## config.mk

```make
export PLATFORM = sky130hd
export DESIGN_NAME = alu_decode_stage
export DESIGN_NICKNAME = d
export VERILOG_FILES = /design/src/rtl/alu_decode_stage_pkg.sv /design/src/rtl/alu_md_sequencer.sv /design/src/rtl/alu_decode_stage.sv
export SDC_FILE = /design/constraint.sdc
export NUM_CORES = 1
export LEC_CHECK = 0
export BUFFER_PORTS_ARGS = -buffer_cell sky130_fd_sc_hd__buf_2
export CAP_MARGIN = 10
export CORE_MARGIN = 2
export CORE_UTILIZATION = 51
export CTS_BUF_LIST = sky130_fd_sc_hd__clkbuf_4
export DETAILED_ROUTE_END_ITERATION = 8
export PLACE_DENSITY = 0.92
export SETUP_SLACK_MARGIN = 0.02
export SLEW_MARGIN = 20
export SYNTH_ARGS = -nofsm -noshare
export SYNTH_HDL_FRONTEND = slang
export SYNTH_SLANG_ARGS = --single-unit
```

## constraint.sdc

```tcl
create_clock -name clk -period 3.8 [get_ports clk]
set_input_delay 0.38 -clock clk [delete_from_list [all_inputs] [get_ports clk]]
set_output_delay 0.38 -clock clk [all_outputs]
set_load 0.02 [all_outputs]
```

## src/rtl/alu_decode_stage_pkg.sv

```systemverilog
// Shared definitions for the MIPS32 ALU-control decode stage: opcode/funct
// encodings, ALU operation codes and the combinational instruction decoder.
package alu_defs;

    localparam int CTRL_W_MIN = 4;

    localparam logic [5:0] OP_RTYPE = 6'b000000;
    localparam logic [5:0] OP_J     = 6'b000010;
    localparam logic [5:0] OP_JAL   = 6'b000011;
    localparam logic [5:0] OP_BEQ   = 6'b000100;
    localparam logic [5:0] OP_BNE   = 6'b000101;
    localparam logic [5:0] OP_ADDI  = 6'b001000;
    localparam logic [5:0] OP_ADDIU = 6'b001001;
    localparam logic [5:0] OP_SLTI  = 6'b001010;
    localparam logic [5:0] OP_SLTIU = 6'b001011;
    localparam logic [5:0] OP_ANDI  = 6'b001100;
    localparam logic [5:0] OP_ORI   = 6'b001101;
    localparam logic [5:0] OP_XORI  = 6'b001110;
    localparam logic [5:0] OP_LUI   = 6'b001111;
    localparam logic [5:0] OP_LW    = 6'b100011;
    localparam logic [5:0] OP_SW    = 6'b101011;

    localparam logic [5:0] F_SLL   = 6'b000000;
    localparam logic [5:0] F_SRL   = 6'b000010;
    localparam logic [5:0] F_SRA   = 6'b000011;
    localparam logic [5:0] F_JR    = 6'b001000;
    localparam logic [5:0] F_MFHI  = 6'b010000;
    localparam logic [5:0] F_MFLO  = 6'b010010;
    localparam logic [5:0] F_MULT  = 6'b011000;
    localparam logic [5:0] F_MULTU = 6'b011001;
    localparam logic [5:0] F_DIV   = 6'b011010;
    localparam logic [5:0] F_DIVU  = 6'b011011;
    localparam logic [5:0] F_ADD   = 6'b100000;
    localparam logic [5:0] F_ADDU  = 6'b100001;
    localparam logic [5:0] F_SUB   = 6'b100010;
    localparam logic [5:0] F_SUBU  = 6'b100011;
    localparam logic [5:0] F_AND   = 6'b100100;
    localparam logic [5:0] F_OR    = 6'b100101;
    localparam logic [5:0] F_XOR   = 6'b100110;
    localparam logic [5:0] F_NOR   = 6'b100111;
    localparam logic [5:0] F_SLT   = 6'b101010;
    localparam logic [5:0] F_SLTU  = 6'b101011;

    typedef enum logic [3:0] {
        ALU_AND  = 4'b0000,
        ALU_OR   = 4'b0001,
        ALU_ADD  = 4'b0010,
        ALU_XOR  = 4'b0011,
        ALU_NOR  = 4'b0100,
        ALU_SUB  = 4'b0110,
        ALU_SLT  = 4'b0111,
        ALU_SLL  = 4'b1000,
        ALU_SRL  = 4'b1001,
        ALU_SRA  = 4'b1010,
        ALU_SLTU = 4'b1011,
        ALU_LUI  = 4'b1100,
        ALU_MD   = 4'b1111
    } alu_op_e;

    typedef enum logic {
        MD_IDLE = 1'b0,
        MD_BUSY = 1'b1
    } md_state_e;

    typedef struct packed {
        alu_op_e op;
        logic    illegal;
        logic    is_md;
        logic    is_mfhilo;
    } decode_t;

    // funct is only meaningful for R-type words; I-type low bits are immediates.
    function automatic decode_t decode_instr(input logic [31:0] instr);
        decode_t    d;
        logic [5:0] opcode;
        logic [5:0] funct;
        opcode      = instr[31:26];
        funct       = instr[5:0];
        d.op        = ALU_ADD;
        d.illegal   = 1'b0;
        d.is_md     = 1'b0;
        d.is_mfhilo = 1'b0;
        if (opcode == OP_RTYPE) begin
            case (funct)
                F_SLL:                      d.op = ALU_SLL;
                F_SRL:                      d.op = ALU_SRL;
                F_SRA:                      d.op = ALU_SRA;
                F_ADD, F_ADDU, F_JR:        d.op = ALU_ADD;
                F_SUB, F_SUBU:              d.op = ALU_SUB;
                F_AND:                      d.op = ALU_AND;
                F_OR:                       d.op = ALU_OR;
                F_XOR:                      d.op = ALU_XOR;
                F_NOR:                      d.op = ALU_NOR;
                F_SLT:                      d.op = ALU_SLT;
                F_SLTU:                     d.op = ALU_SLTU;
                F_MFHI, F_MFLO:             d.is_mfhilo = 1'b1;
                F_MULT, F_MULTU, F_DIV, F_DIVU: begin
                    d.op    = ALU_MD;
                    d.is_md = 1'b1;
                end
                default:                    d.illegal = 1'b1;
            endcase
        end else begin
            case (opcode)
                OP_BEQ, OP_BNE:                         d.op = ALU_SUB;
                OP_ADDI, OP_ADDIU, OP_LW, OP_SW,
                OP_J, OP_JAL:                           d.op = ALU_ADD;
                OP_SLTI:                                d.op = ALU_SLT;
                OP_SLTIU:                               d.op = ALU_SLTU;
                OP_ANDI:                                d.op = ALU_AND;
                OP_ORI:                                 d.op = ALU_OR;
                OP_XORI:                                d.op = ALU_XOR;
                OP_LUI:                                 d.op = ALU_LUI;
                default:                                d.illegal = 1'b1;
            endcase
        end
        return d;
    endfunction

endpackage

```

## src/rtl/alu_md_sequencer.sv

```systemverilog
// Mult/div occupancy tracker: IDLE/BUSY FSM that holds busy for exactly
// MD_CYCLES cycles after a start request.
module alu_md_sequencer
    import alu_defs::*;
#(
    parameter int MD_CYCLES = 32,
    parameter int MD_CNT_W  = 6
) (
    input  logic clk,
    input  logic reset,
    input  logic start,
    output logic busy
);

    localparam logic [MD_CNT_W-1:0] LAST_COUNT = MD_CNT_W'(MD_CYCLES - 1);

    md_state_e           state_reg, state_next;
    logic [MD_CNT_W-1:0] count_reg, count_next;

    always_ff @(posedge clk or posedge reset) begin
        if (reset) begin
            state_reg <= MD_IDLE;
            count_reg <= '0;
        end else begin
            state_reg <= state_next;
            count_reg <= count_next;
        end
    end

    always_comb begin
        state_next = state_reg;
        count_next = count_reg;
        case (state_reg)
            MD_IDLE: begin
                count_next = '0;
                if (start) begin
                    state_next = MD_BUSY;
                end
            end
            MD_BUSY: begin
                if (count_reg == LAST_COUNT) begin
                    state_next = MD_IDLE;
                    count_next = '0;
                end else begin
                    count_next = count_reg + MD_CNT_W'(1);
                end
            end
            default: begin
                state_next = MD_IDLE;
                count_next = '0;
            end
        endcase
    end

    assign busy = (state_reg == MD_BUSY);

endmodule

```

## src/rtl/alu_decode_stage.sv

```systemverilog
// Registered ALU-control decode stage with valid/ready handshake; stalls
// mult/div and mfhi/mflo words while the MD unit is occupied.
module alu_decode_stage
    import alu_defs::*;
#(
    parameter int CTRL_W    = 4,
    parameter int MD_CYCLES = 32,
    parameter int MD_CNT_W  = 6
) (
    input  logic              clk,
    input  logic              reset,
    input  logic              in_valid,
    output logic              in_ready,
    input  logic [31:0]       instruct,
    output logic              out_valid,
    input  logic              out_ready,
    output logic [CTRL_W-1:0] alucontrol,
    output logic              illegal,
    output logic              md_start,
    output logic              md_busy
);

    decode_t           dec;
    logic              stall;
    logic              accept;
    logic              md_go;

    logic              out_valid_reg;
    logic [CTRL_W-1:0] alucontrol_reg;
    logic              illegal_reg;
    logic              md_start_reg;

    assign dec = decode_instr(instruct);

    // md_busy is registered, so a word arriving the cycle busy drops is accepted.
    assign stall    = md_busy && in_valid && (dec.is_md || dec.is_mfhilo);
    assign in_ready = (!out_valid_reg || out_ready) && !stall;
    assign accept   = in_valid && in_ready;
    assign md_go    = accept && dec.is_md;

    always_ff @(posedge clk or posedge reset) begin
        if (reset) begin
            out_valid_reg  <= 1'b0;
            alucontrol_reg <= CTRL_W'(ALU_ADD);
            illegal_reg    <= 1'b0;
            md_start_reg   <= 1'b0;
        end else begin
            md_start_reg <= md_go;
            if (accept) begin
                out_valid_reg  <= 1'b1;
                alucontrol_reg <= CTRL_W'(dec.op);
                illegal_reg    <= dec.illegal;
            end else if (out_ready) begin
                out_valid_reg  <= 1'b0;
            end
        end
    end

    alu_md_sequencer #(
        .MD_CYCLES (MD_CYCLES),
        .MD_CNT_W  (MD_CNT_W)
    ) u_md_sequencer (
        .clk   (clk),
        .reset (reset),
        .start (md_go),
        .busy  (md_busy)
    );

    assign out_valid  = out_valid_reg;
    assign alucontrol = alucontrol_reg;
    assign illegal    = illegal_reg;
    assign md_start   = md_start_reg;

endmodule

```

==> results of run 1 <==
cells in the mapped netlist (all sizes together) (2+ instances only):
cell type	count
a21boi	3
a21oi	10
a2bb2oi	2
a31oi	3
and2	4
buf	5
dfrtp	13
inv	4
nand2	9
nand2b	4
nand3	5
nand4b	2
nor2	7
nor2b	3
nor3	3
o211ai	2
o21ai	8
o31ai	2
or4	2
xnor2	3
xor2	2
layer usage:
metal  up-vias  wire (µm)  track usage
met5         -          0            0
met4         0         28        0.130
met3         4         88       0.0264
met2        31       1080        0.346
met1       430        858        0.263
li1        461          -            -
report_power, final:
part	total, mW	internal, mW	switching, mW
Combinational	0.0767	0.0293	0.0473
Sequential	0.160	0.157	0.00341
Clock	0.0859	0.0381	0.0478
layout make-up:
type,count,area [µm²],area share
Inverter,4,15.0,0.0135
Timing Repair Buffer,24,120,0.108
Clock buffer,3,22.5,0.0203
Clock inverter,1,3.75,0.00338
Multi-Input combinational cell,89,567,0.510
Sequential cell,14,352,0.316
Tap cell,25,31.3,0.0282
path summary, 6_finish.rpt:
| kind | from | end |
|---|---|---|
| setup reg to reg | u_md_sequencer.busy$_DFF_PP0_ | alucontrol[3]$_DFFE_PP0P_ |
| min in group clk | instruct[30] | illegal$_DFFE_PP0P_ |
| hold / removal | reset | u_md_sequencer.count_reg[2]$_DFF_PP0_ |
| setup / recovery | instruct[26] | in_ready |
| hold reg to reg | alucontrol[2]$_DFFE_PP0P_ | alucontrol[2]$_DFFE_PP0P_ |
| max in group asynchronous | reset | alucontrol[1]$_DFFE_PP1P_ |
kinds of logic (layout without fill, tap and decap cells):
| kind of cell | count (synthesis) | in the layout | synth area share |
|---|---|---|---|
| multiplexers | 1 | 1 | 0.0116 |
| flip-flops | 14 | 14 | 0.362 |
| AO/OA/AOI/OAI | 36 | 36 | 0.254 |
| buffers and inverters | 10 | 32 | 0.0553 |
| adder cells (fa/ha/maj) | 1 | 1 | 0.0129 |
| AND/OR/NAND/NOR | 46 | 46 | 0.260 |
| XOR/XNOR | 5 | 5 | 0.0451 |
cells in the final DEF, fill, tap and decap left out, types with 3 or more instances in the layout:
| cell type | instances |
|---|---|
| a21boi_0 | 3 |
| a21oi_1 | 8 |
| a31oi_1 | 3 |
| and2_1 | 4 |
| buf_2 | 24 |
| clkbuf_4 | 3 |
| dfrtp_1 | 13 |
| inv_1 | 4 |
| nand2_1 | 9 |
| nand2b_1 | 4 |
| nand3_1 | 5 |
| nor2_1 | 7 |
| nor2b_1 | 3 |
| nor3_1 | 3 |
| o21ai_0 | 8 |
| xnor2_1 | 3 |
==> results.md, run 1 <==
* Status: completed
* Crit-path leading delay family: simple AND/OR/NAND/NOR gates
* Fraction of registers with async set/reset at 1.00
* Vias at 926
* Slew @ Worst Pin at 0.546 ns
* Total CTS buffers at 3
* Crit path time final at 1.81 ns
* Initial Util at 0.551
* Layout cells sized above 1 at 0.237
* Rows at 15
* Rel. slew slack at 0.631
* Avg WL per Cell at 12.8 µm
* Final worst-path setup slack at 1.99 ns
* RD Place Congestion at 0.865
* CP arrival at 1.43 ns
* Hold Vio Cnt, Final at 0
* Max reg flops at 6
* R2R depth at 3
* Total track usage at 0.211
* RSZ-0062 raised after global routing: false
* Setup TNS at 0 ns
* Reg2Reg Setup Slack at 2.27 ns
* Pleak at 0.501 nW
* Critical path buffers and inverters at 2
* Cell area power density at 290 nW/µm²
* Startpoint types: input port
* Max-slew violations at 0
* Remaining DRCs at 0
* Die width at 47.7 µm
* Tightest Hold Check Type: input port to async pin
* Clock Latency Late Sink at 0.28 ns
* Global-route wire length before repair at 3310 µm
* Post-Place Cell Area at 1080 µm²
* Worst vdd ir at 0.119 mV
* Clk sinks at 14
* Vias in the first global route at 792
* Clock Skew at 0.00336 ns
* Post-synthesis cell type count at 42
* Cts repair resizes at 0
* Synthesis-to-finish area growth at 14.3%
* CTS tree: yes
* IO buf count at 24
* Syn avg cell area at 8.60 µm²
* Ys flop type: dfrtp_1
* Worst Hold Slack at 0.108 ns
* Fin util at 0.630
* Worst path required time at 3.42 ns
* Grt total ovfl at 0
* Post-CTS setup buffers at 0
* Worst slack, placed at 1.75 ns
* CP Cell Sequence: buf_2, nor4_1, nand2_1, nor2_1, a21boi_0, buf_2
* Routed Antenna Nets at 0
* Cell Area, Synth at 972 µm²
* Max frequency at 0.552 GHz
* Post-Syn Instances at 113
* ANT cells at 0
* I/O pins at 45
* Total power at 0.323 mW
* Placed Cells at 156
* Final WL at 2060 µm
* CP Depth at 6
* Post-DR vias/cell at 5.79
* Crit share post-route at 0.477
* Die Ht at 47.7 µm
* Clock Pin Slew Worst Setup and Hold Paths at 0.08 ns
* Die footprint at 2270 µm²
* Setup violators final at 0
* H-tree lvl count at 1
* Post-synth EDFFs at 0
* # hold bufs at CTS at 0
* Crit-path max FO at 7
* Seq/Total Area, Yosys at 0.362
* Post-Syn Nets at 150
* Critical-path top delay cell: nor4_1
* Crit path top cell by count: buf_2
* Post-route cell area at 1110 µm²
* Max Buffers Root-to-Sink at 2
* Max-cap viol count at 0
* Nature of the critical path endpoint: output pin
* Post-synth top area cell: dfrtp_1
* Largest net degree at the start of global routing at 15
* Final #Nets at 173
* Drt pass-1 iters at 4
* Critical path class: input port to output pin
* Ys Warns at 0
* Top post-synthesis cells by area: dfrtp_1, a21oi_1, o21ai_0
* Synth top area share at 0.335
* CTS root buf: clkbuf_4
* CP max stage delay at 0.34 ns
* Core box area at 1760 µm²
* Drt initial violations at 19
* Antenna violations before repair at 0
* Filler cells at 159
* Layout Cells excl Fill at 160
* Yosys reg bits at 14
* Placed wire-length estimate at 1610 µm
(Power assumes the default switching activity.)
==> run 2: changes to the inputs <==
ABC_AREA = 1   (was default)
CORE_ASPECT_RATIO = 1.75   (was default)
CORE_UTILIZATION = 44   (was 51)
PLACE_DENSITY = 0.84   (was 0.92)
clock period = 1.6 ns   (was 3.8 ns; I/O delays follow)
==> results.md, run 2 <==
* Placed Cells at 210 (+35%)
* Most frequent cells in the layout: nand2_1, inv_1, buf_2, nor2_1, nand3_1
* I/O pins at 45 (unchanged)
* Worst path required time at 1.44 ns (-1.98 ns)
* Sw Ratio at 0.321 (+0.0152)
* Post-synth top area cell: dfrtp_1
* H-tree lvl count at 1 (unchanged)
* Ys flop type: dfrtp_1
* CTS tree: yes
* Antenna violations before repair at 0 (unchanged)
* Int Power at 0.521 mW (+130%)
* Post-synthesis cell type count at 24 (-43%)
* RSZ-0062 raised after global routing: false
* Final WL at 2220 µm (+8.2%)
* Top post-synthesis cells by area: dfrtp_1, nand2_1, inv_1
* Ys Warns at 0 (unchanged)
* Syn avg cell area at 6.54 µm² (-24%)
* Hold Vio Cnt, Final at 0 (unchanged)
* Die Ht at 68.7 µm (+44%)
* Register area at 352 µm² (unchanged)
* Initial Util at 0.463 (-0.0882)
* Drt pass-1 iters at 4 (unchanged)
* Seq/Total Area, Yosys at 0.334 (-0.0275)
* Worst vdd ir at 0.267 mV (+120%)
* Post-Syn Instances at 161 (+42%)
* Post-synth EDFFs at 0 (unchanged)
* Clk pwr share at 0.270 (+0.004)
* Rel. slew slack at 0.664 (+0.0328)
* Global-route wire length before repair at 3390 µm (+2.3%)
* Max frequency at 0.707 GHz
* Crit share post-route at 0.884
* Nature of the critical path endpoint: output pin
* Vias at 1092 (+18%)
* Commonest non-fill, non-tap cell in the layout: nand2_1
* Pleak at 0.731 nW (+46%)
* Worst Hold Slack at 0.230 ns (+0.122 ns)
* Slew @ Worst Pin at 0.503 ns (-0.0423 ns)
* Area occupied by multi-input gates at 601 µm² (+6.0%)
* Yosys reg bits at 14 (unchanged)
* Max-cap viol count at 0 (unchanged)
* Total track usage at 0.174 (-0.0374)
* Fin util at 0.545 (-0.0844)
* Clk sinks at 14 (unchanged)
* Flop pwr share at 0.493 (-0.003)
* IO buf count at 24 (unchanged)
* Post-CTS setup buffers at 0 (unchanged)
* Synth top cells by count: nand2_1, inv_1, nor2_1
* Critical path class: flip-flop to output pin
* Core box area at 2270 µm² (+29%)
* Placed wire-length estimate at 1830 µm (+13%)
* CTS root buf: clkbuf_4
* Count leader, synth: nand2_1
* Clock Pin Slew Worst Setup and Hold Paths at 0.09 ns (about the same)
* Post-route cell area at 1240 µm² (+12%)
* Max-slew violations at 0 (unchanged)
* CP arrival at 1.25 ns (-0.18 ns)
* Max Buffers Root-to-Sink at 2 (unchanged)
* Combinational Power Share at 0.237 (about the same)
* Layout cells sized above 1 at 0.247 (+0.0103)
* Cell area power density at 619 nW/µm² (+110%)
* Cell Area, Synth at 1050 µm² (+8.2%)
* Synth top area share at 0.309 (-0.0255)
* Final worst-path setup slack at 0.186 ns (-1.80 ns)
* Post-Place Cell Area at 1200 µm² (+11%)
* Layout Cells excl Fill at 215 (+34%)
* Max reg flops at 6 (unchanged)
* Synthesis-to-finish area growth at 17.8%
* Avg WL per Cell at 10.3 µm (-19%)
* Vias in the first global route at 935 (+18%)
* Filler cells at 243 (+53%)
* Grt total ovfl at 0 (unchanged)
* Final #Nets at 228 (+32%)
* Clock Latency Late Sink at 0.29 ns (about the same)
* Cts repair resizes at 0 (unchanged)
* Fraction of registers with async set/reset at 1.00 (unchanged)
* Psw at 0.246 mW (+150%)
* Rows at 23 (+8)
* Status: completed
* Total CTS buffers at 3 (unchanged)
* Tightest Hold Check Type: input port to flip-flop
* Routed Antenna Nets at 0 (unchanged)
* Post-Syn Nets at 198 (+32%)
* ANT cells at 0 (unchanged)
* Post-DR vias/cell at 5.08 (-12%)
* Crit-path max FO at 6 (-1)
* Total power at 0.768 mW (+140%)
* Worst slack, placed at 0.227 ns (-1.53 ns)
* Setup TNS at 0 ns (unchanged)
* Die width at 41.0 µm (-14%)
* Remaining DRCs at 0 (unchanged)
* Largest net degree at the start of global routing at 15 (unchanged)
* Drt initial violations at 19 (unchanged)
* Die footprint at 2810 µm² (+24%)
* RD Place Congestion at 0.814 (-5.9%)
* Startpoint types: flip-flop
* Crit path time final at 1.41 ns
* Setup violators final at 0 (unchanged)
* Clock Skew at 0.00741 ns (+0.00405 ns)
==> run 2: area by class of cell <==
cell class,instances,area share
Multi-Input combinational cell,121,0.484
Sequential cell,14,0.284
Timing Repair Buffer,25,0.105
Inverter,26,0.0807
Tap cell,25,0.0252
Clock buffer,3,0.0182
Clock inverter,1,0.00303
==> run 2: critical path: stages (launching register included) <==
cell     delay [ns]
dfrtp_1        0.45
nand2_1        0.09
nor2_2         0.12
nand2_2        0.07
nand2_1        0.06
inv_1          0.03
buf_2          0.14
==> run 2: metal layers <==
metal	share of wire	track usage
met5	0	0
met3	0.042	0.0288
met4	0.024	0.0875
met2	0.54	0.342
met1	0.39	0.147
==> run 2: cell families (layout without fill, tap and decap cells) <==
logic type | count (synthesis) | count (layout) | share of synthesized area
AOI/OAI and AO/OA | 11 | 11 | 0.0630
and+or+nand+nor | 109 | 109 | 0.496
adders and majority gates | 1 | 1 | 0.0119
buffers and inverters | 26 | 55 | 0.0951
DFF | 14 | 14 | 0.334
==> run 2: worst paths after layout <==
path	slack, ns	cells after the start	endpoint	from
min in group asynchronous	0.43	3	u_md_sequencer.count_reg[4]$_DFF_PP0_	reset
worst max register to register	0.22	6	u_md_sequencer.count_reg[5]$_DFF_PP0_	u_md_sequencer.count_reg[0]$_DFF_PP0_
worst max-delay path	0.19	6	in_ready	u_md_sequencer.busy$_DFF_PP0_
worst min register to register	0.49	2	alucontrol[1]$_DFFE_PP1P_	alucontrol[1]$_DFFE_PP1P_
worst min-delay path	0.23	4	out_valid$_DFFE_PP0P_	out_ready
max in group asynchronous	0.81	3	alucontrol[1]$_DFFE_PP1P_	reset
==> run 2: what timing repair did <==
item	CTS	global route
hold buffers	1	0
hold endpoints to repair	13	0
setup endpoints to repair	0	0
==> run 2: power groups by stage <==
stage | clock network [mW] | registers, mW | logic [mW]
6_report | 0.207 | 0.379 | 0.182
5_1_grt | 0.219 | 0.380 | 0.204
4_1_cts | 0.206 | 0.378 | 0.182
3_5_place_dp | 0 | 0.385 | 0.179
3_3_place_gp | 0 | 0.385 | 0.176
2_1_floorplan | 0 | 0.403 | 0.0953
